`src/rtl/instruction_fetch_unit.sv`:
```
// Fetch stage: owns the PC, reads the instruction memory combinationally and
// loads the IF/ID pipeline register, with stall, redirect, halt and fault handling.
module instruction_fetch_unit #(
  parameter logic [31:0] RESET_PC   = 32'h0040_0000,
  parameter logic [31:0] IMEM_BASE  = 32'h0040_0000,
  parameter logic [31:0] IMEM_LIMIT = 32'h0040_0404,
  parameter logic [31:0] NOP_INSTR  = 32'h0000_0000
) (
  input  logic        clk,
  input  logic        rst_b,
  input  logic        stall,
  input  logic        redirect_valid,
  input  logic [31:0] redirect_pc,
  input  logic        halt_req,
  input  logic [31:0] imem_instr,
  output logic [31:0] curr_pc,
  output logic [31:0] ifid_instr,
  output logic [31:0] ifid_pc,
  output logic [31:0] ifid_pc_plus4,
  output logic        ifid_valid,
  output logic        fetch_fault,
  output logic [31:0] fetch_count
);

  localparam int unsigned XLEN = 32;

  typedef enum logic [1:0] {
    RUN    = 2'd0,
    HALTED = 2'd1,
    FAULT  = 2'd2
  } state_t;

  state_t            state_q, state_d;
  logic [XLEN-1:0]   pc_d, instr_d, ifid_pc_d, ifid_pc_plus4_d, count_d;
  logic              valid_d, fault_d;
  logic              illegal;

  // Fetch address legality: word aligned and inside the instruction memory window.
  assign illegal = (curr_pc[1:0] != 2'b00) || (curr_pc < IMEM_BASE) || (curr_pc >= IMEM_LIMIT);

  // Next-state and next-register values; priority redirect > illegal > halt > stall > fetch.
  always_comb begin
    state_d         = state_q;
    pc_d            = curr_pc;
    instr_d         = ifid_instr;
    ifid_pc_d       = ifid_pc;
    ifid_pc_plus4_d = ifid_pc_plus4;
    valid_d         = ifid_valid;
    fault_d         = fetch_fault;
    count_d         = fetch_count;
    case (state_q)
      RUN: begin
        if (redirect_valid) begin
          pc_d    = redirect_pc;
          valid_d = 1'b0;
          instr_d = NOP_INSTR;
        end else if (illegal) begin
          state_d = FAULT;
          fault_d = 1'b1;
          valid_d = 1'b0;
        end else if (halt_req) begin
          state_d = HALTED;
          valid_d = 1'b0;
        end else if (!stall) begin
          instr_d         = imem_instr;
          ifid_pc_d       = curr_pc;
          ifid_pc_plus4_d = curr_pc + XLEN'(4);
          valid_d         = 1'b1;
          pc_d            = curr_pc + XLEN'(4);
          count_d         = (fetch_count == '1) ? fetch_count : fetch_count + XLEN'(1);
        end
      end
      HALTED: begin
        valid_d = 1'b0;
        if (redirect_valid) begin
          state_d = RUN;
          pc_d    = redirect_pc;
        end
      end
      FAULT: begin
        fault_d = 1'b1;
      end
      default: begin
        // Unused encoding: park in the terminal fault state.
        state_d = FAULT;
        fault_d = 1'b1;
        valid_d = 1'b0;
      end
    endcase
  end

  // State and output registers with asynchronous reset.
  always_ff @(posedge clk or negedge rst_b) begin
    if (!rst_b) begin
      state_q       <= RUN;
      curr_pc       <= RESET_PC;
      ifid_instr    <= NOP_INSTR;
      ifid_pc       <= '0;
      ifid_pc_plus4 <= '0;
      ifid_valid    <= 1'b0;
      fetch_fault   <= 1'b0;
      fetch_count   <= '0;
    end else begin
      state_q       <= state_d;
      curr_pc       <= pc_d;
      ifid_instr    <= instr_d;
      ifid_pc       <= ifid_pc_d;
      ifid_pc_plus4 <= ifid_pc_plus4_d;
      ifid_valid    <= valid_d;
      fetch_fault   <= fault_d;
      fetch_count   <= count_d;
    end
  end

endmodule

```
`config.mk`:
```
export PLATFORM = sky130hd
export DESIGN_NAME = instruction_fetch_unit
export DESIGN_NICKNAME = d
export VERILOG_FILES = /design/src/rtl/instruction_fetch_unit.sv
export SDC_FILE = /design/constraint.sdc
export NUM_CORES = 1
export LEC_CHECK = 0
export ABC_AREA = 1
export CAP_MARGIN = 0
export CORE_MARGIN = 5
export CORE_UTILIZATION = 53
export CTS_CLUSTER_SIZE = 8
export DETAILED_ROUTE_END_ITERATION = 6
export PLACE_DENSITY = 0.91
export SETUP_SLACK_MARGIN = 0.3
export SYNTH_ARGS = -nofsm -noshare
export SYNTH_HDL_FRONTEND = slang
export SYNTH_SLANG_ARGS = --single-unit
```
`constraint.sdc`:
```
create_clock -name clk -period 5.05 [get_ports clk]
set_input_delay 0.505 -clock clk [delete_from_list [all_inputs] [get_ports clk]]
set_output_delay 0.505 -clock clk [all_outputs]
set_load 0.02 [all_outputs]
```
Word level (Yosys, flattened, before mapping)
Cells that the tools add are included.
Word-level totals
  register bits: 164
  bits in read-only memories: 0
  RAM bits: 0
  logic and storage cells: 68
  memories kept: 0
  bits in latches: 0
Operators by class
  shift-type cells: 0
  reductions and logical operators: 12
  eq/ne operators: 14
  muxes and demuxes: 23
  $mul: 0
  divide/modulo/power cells: 0
  $lt $le $gt $ge: 2
  add/sub/neg operators: 2
  bitwise gates (word level): 7
Operators with widths (number)
  $mux 32: 9
  $pmux 32 s2: 1
  $add 32x1->32 const B: 1
  $add 32x3->32 const B: 1
  $eq 32x32->1 const B: 1
  $ge 32x23->1 const B: 1
  $lt 32x23->1 const B: 1
  $ne 3x3->1 const B: 4
  $ne 2x2->1 const B: 5
  $reduce_and 5->1: 2
  $mux 2: 4
  $reduce_and 4->1: 2
  $not 1->1: 7
  $mux 1: 6
  $pmux 2 s3: 1
  $reduce_and 6->1: 1
  $ne 5x5->1 const B: 1
  $pmux 1 s2: 2
  $reduce_bool 2->1: 2
  $reduce_and 3->1: 1
  $eq 2x1->1 const B: 1
  $eq 2x2->1 const B: 1
  $logic_not 2->1: 1
  $logic_or 1x1->1: 2
  other kinds (2): 2

Longest topological paths before layout
  depth after elaboration: 6
  gate-level depth with buffers: 15

Worst setup path after synthesis
OpenSTA, ideal clock, no wires.
  kind: reg-to-reg
  from: register curr_pc[22]
  to: register curr_pc[29]
  cell stages (with the launch flop): 16
  path buffers: 2
  period minus slack after synthesis: 1.968 ns
  arrival: 1.851 ns
  setup slack: 3.082 ns
  setup time: 0.117 ns
  path through: dfstp_2 > buf_4 > inv_2 > nor2_1 > nand2_1 > nor2_1 > nand2_1 > nor2_2 > nand2_2 > nor2_4 > nand3_4 > nand2_4 > inv_2 > buf_6 > nand2_1 > nand2_1
Between the ends
  word-level cells in the longest chain between the ends: 6
  elaborated cells between the ends (all ways): 12
  those cells by class: add/sub: 1; order compare: 2; eq/ne: 1; mux: 5; reduce/logical: 3
Ends and longest elaborated chain
  start: declaration: line 16  | output logic [31:0] curr_pc,
  start signal: assignment: line 105  | curr_pc <= pc_d;
  $add 32x3->32: line 69  | pc_d = curr_pc + XLEN'(4);
  $mux 32: line 64  | end else if (!stall) begin
  $mux 32: line 61  | end else if (halt_req) begin
  $mux 32: line 57  | end else if (illegal) begin
  $mux 32: line 53  | if (redirect_valid) begin
  $pmux 32 s2: line 51  | case (state_q)
Parallel ways exist; a longest one is shown, timed or not. The select of a mux whose other input is x is not followed.
A chain may end at the register's enable or synchronous reset.

Worst setup path in the final report
  from: register curr_pc[22]
  to: register ifid_pc_plus4[5]
Between the ends
  word-level cells in the longest chain between the ends: 5
  elaborated cells between the ends (all ways): 6
  those cells by class: order compare: 2; bitwise: 1; reduce/logical: 3
Ends and longest elaborated chain
  $lt 32x23->1: line 39  | assign illegal = (curr_pc[1:0] != 2'b00) || (curr_pc < IMEM_BASE) || (curr_pc >= IMEM_LIMIT);
  $logic_or 1x1->1: line 39
  $logic_or 1x1->1 (*): line 39
  $not 1->1 (no line) (*)
  $reduce_and 5->1 (no line) (*)
  end signal: assignment: line 108  | ifid_pc_plus4 <= ifid_pc_plus4_d;
  end: declaration: line 19  | output logic [31:0] ifid_pc_plus4,
Mark *: on every way between the ends. The rest lies on a longest branch, timed or not.

==> impl_summary.md <==
Die
The height of the die is 137 um. The number of placement rows is 46. For this configuration, the core starts out at a cell density of 0.536. The region available for standard cell placement spans 0.0158 sq mm.

The die covers 0.0186 sq mm. The boundary pin count is 231. The die extent in x is 137 um.

Critical path
In this design, the stage delay of the slowest critical-path cell is 0.66 ns. The endpoint arrival time on the critical path is 3.26 ns. STA classifies the critical path endpoint as a flop.

The sum of buffers and inverters on the critical path is 2. Grouping stages by cell kind, the critical path spends the most delay in simple AND/OR/NAND/NOR gates. The startpoint class of the critical path is a flop. Traced cell by cell, the critical path runs through inv_2, nor2_1, nand2_1, nor2_1, nand2_1, nor2_2, nand4_1, nor2_4, inv_2, nand2_1, o21ai_0. The maximum fanout along the worst path is 75.

The most numerous cell on the critical path is sky130_fd_sc_hd__nand2_1. The endpoint identified for the worst register-to-register timing path is ifid_pc_plus4[5]. The worst setup path is of the flop to flop kind.

In this run the critical register-to-register path is launched from curr_pc[22]. The data required time at the worst endpoint is 5.31 ns. Measured in cells, the most critical reg-to-reg path has a length of 11.

Setup slack on the worst reg-to-reg path comes out at 2.04 ns. The slowest library cell on the worst path is sky130_fd_sc_hd__dfstp_2.

Status
The flow ran to the end, and the final reports show no timing, DRC or antenna violations.

Placement
Input and output buffers added on the ports amount to 230. Once placement finished, the instance area stood at 0.0108 sq mm. The cell total after placement is 1,550.

At the end of routability-driven placement, the weighted congestion stood at 1.05. Before CTS, the worst setup slack after placement is 1.96 ns. The HPWL after detailed placement is 18,200 um.

Finish
The finished cells cover 0.0114 sq mm. The antenna diode instance count is 0. The net count of the finished layout is 1,426. Once layout is complete, the utilization of the core stands at 0.719. In the final layout, the share of cells above drive strength 1 is 0.0498.

Excluding fillers, the count of instances in the completed layout stands at 1,582. The area growth from synthesis to layout is 34.1%. The number of fillers in the final layout is 1,189.

CTS
The maximum root-to-sink buffer count is 2. The hold buffer count at CTS is 0. The later pin in the worst-skew pair is clocked with a latency of 0.44 ns. The post-CTS setup buffer count is 0. The number of clock sinks seen by CTS is 162. Counting the buffers created by CTS gives 17.

The buffer cell driving the clock tree root is sky130_fd_sc_hd__clkbuf_16. The quantity of gates resized following cts is 0. CTS built an H-tree with a depth of 4. TritonCTS built the clock tree. The clock-pin slew on the worst setup and hold paths is 0.07 ns.

STA
Headroom to the max-slew limit came out at 0.156. The transition at the pin with the smallest max-transition slack is 1.26 ns. The post-route setup TNS is 0 ns.

The ratio of final minimum period to clock period is 0.595. Setup repair after global routing left no endpoint under its margin. The final max-slew violation count is 0. The maximum clock skew at final layout is 0.0143 ns.

The tightest hold path in the finished design has a slack of 0.000730 ns. Setup violations remaining at the end of the flow were counted as 0. The shortest clock period the worst path allows after layout is 3.01 ns. Timing would allow up to 0.333 GHz.

The count of final hold-check violations came to 0. In the post-route analysis, the smallest setup slack over all paths is 2.04 ns.

Route
The first routing iteration left 711 violations. After detailed routing, the average wire length per cell comes to 15.9 um. The total vias in the final route is 8,407.

In this run the remaining antenna-violating nets after routing total 0. The total wirelength of the detailed-routed design is 25,100 um. In the routed layout, each cell is associated on average with a via count of 5.31. For this run, design rule violations remaining after detail routing come to 0. The first TritonRoute pass finished after 6 iterations.

Synth
The most common flop cell mapped by yosys is sky130_fd_sc_hd__dfrtp_1. After synthesis, the share of cell area in mux cells is 0. A synthesized cell averages 7.41 sq um. The fraction of synthesis flops using an asynchronous set or reset pin is 1.00. The largest total area in the synthesized netlist belongs to sky130_fd_sc_hd__dfrtp_1. Of the total synthesized cell area, the portion taken by XOR and XNOR cells is 0.0308.

The commonest cells after synthesis are sky130_fd_sc_hd__nand2_1 (404), sky130_fd_sc_hd__dfrtp_1 (161), sky130_fd_sc_hd__inv_1 (141). By area, the combinational part of the netlist is dominated by simple AND/OR/NAND/NOR gates. For this run, the register share of the synthesized area comes to 0.478.

Synthesis produced a netlist with a net count of 1,218. The simple-gate area share of the yosys netlist is 0.354. sky130_fd_sc_hd__nand2_1 is the most common cell in the netlist. The compound-gate portion of the synthesized area is 0.0346.

The number of synthesized register bits is 162. Of the total synthesized cell area, the portion taken by full adders, half adders and majority gates is 0.00590. Synthesis produced a netlist whose cell count is 1,145. The number of distinct library cell variants in the gate-level netlist after synthesis is 38. The number of warnings reported in the yosys synthesis log is 0. The synthesized design contains 0 enable-type register cells. By area the synthesized netlist is led by sky130_fd_sc_hd__dfrtp_1 (47%), sky130_fd_sc_hd__nand2_1 (18%), sky130_fd_sc_hd__inv_1 (6.2%). The proportion of netlist area held by the largest area contributor is 0.475.

The synthesized cell area is 0.00849 sq mm.

GRT
Entering global routing, the biggest net connects 76 pins. The via count of the first global-routing pass is 8,168. The number of antenna violations at the first check in global routing is 0.

The aggregate global routing overflow is 0. The first global-routing pass estimated 40,500 um of wire. The total global routing track utilization is 0.273.

Power and ir drop
The leakage power summed over all cells is 5.60 nW. The total design power is 3.11 mW. The ratio of total power to cell area is 274 mW/mm^2. The maximum resistive drop on vdd is 0.258 mV.

Run
The tool flagged a number of max-cap violations equal to 0.

Hold path
The path class of the tightest hold or removal check is input pin to asynchronous set/reset pin.
[registers in the layout, indices dropped and copies added (netlist names)]
name,flops
ifid_pc,32
curr_pc,32
fetch_fault,1
ifid_valid,1
fetch_count,32
state_q,2
ifid_pc_plus4,30
ifid_instr,32
[power by group]
group	total, mW	internal [mW]	switching, mW
registers	1.43	1.34	0.0897
clock network	1.23	0.659	0.575
logic	0.451	0.192	0.259
[worst max-delay path by stage]
| stage | startpoint | end | slack [ns] | cells after the start |
|---|---|---|---|---|
| final | curr_pc[22] | ifid_pc_plus4[5] | 2.04 | 11 |
| after global placement | halt_req | ifid_pc_plus4[8] | 2.10 | 7 |
| after floorplan | curr_pc[22] | curr_pc[29] | 3.08 | 15 |
| after CTS | curr_pc[22] | ifid_pc[5] | 2.02 | 10 |
| after detailed placement | halt_req | ifid_pc[5] | 1.96 | 6 |
| after global routing | curr_pc[3] | ifid_pc_plus4[8] | 1.76 | 10 |
[cell usage in the layout, fill, tap and decap left out, types with 11 or more instances in the layout]
| cell type | synthesis | layout |
|---|---|---|
| sky130_fd_sc_hd__clkdlybuf4s50_1 | 0 | 229 |
| sky130_fd_sc_hd__o21ai_0 | 39 | 39 |
| sky130_fd_sc_hd__or2_2 | 11 | 11 |
| sky130_fd_sc_hd__nor2_1 | 116 | 116 |
| sky130_fd_sc_hd__nor3_1 | 20 | 20 |
| sky130_fd_sc_hd__nand3_1 | 85 | 85 |
| sky130_fd_sc_hd__o21ai_1 | 13 | 13 |
| sky130_fd_sc_hd__xor2_1 | 25 | 25 |
| sky130_fd_sc_hd__clkbuf_16 | 0 | 17 |
| sky130_fd_sc_hd__inv_1 | 141 | 141 |
| sky130_fd_sc_hd__nand2_1 | 404 | 404 |
| sky130_fd_sc_hd__nand4_1 | 39 | 39 |
| sky130_fd_sc_hd__dfrtp_1 | 161 | 161 |
[routing by layer]
metal / share of wire / vias to the layer above / global-route usage / routed length [um]
li1: - / 3969 / - / -
met1: 0.40 / 3988 / 0.354 / 9990
met2: 0.51 / 399 / 0.464 / 12800
met3: 0.076 / 51 / 0.0496 / 1900
met4: 0.019 / 0 / 0.0924 / 486
met5: 0 / - / 0 / 0
[area by class of cell]
class	instances	area, sq um	area share
repair buffers	234	2330	0.205
inverters	146	548	0.0481
well taps	216	270	0.0237
clock inverters	13	115	0.0101
clock buffers	19	443	0.0389
multi-input cells	792	3620	0.318
flip-flops and latches	162	4060	0.356
[kinds of logic (layout without fill, tap and decap cells)]
logic type	Yosys count	after routing
AOI/OAI and AO/OA	58	58
DFF	162	162
and+or+nand+nor	701	701
adders and majority gates	4	4
buffers and inverters	191	412
xor gates and xnor gates	29	29
Note: power is estimated with default switching activity, not from simulation.
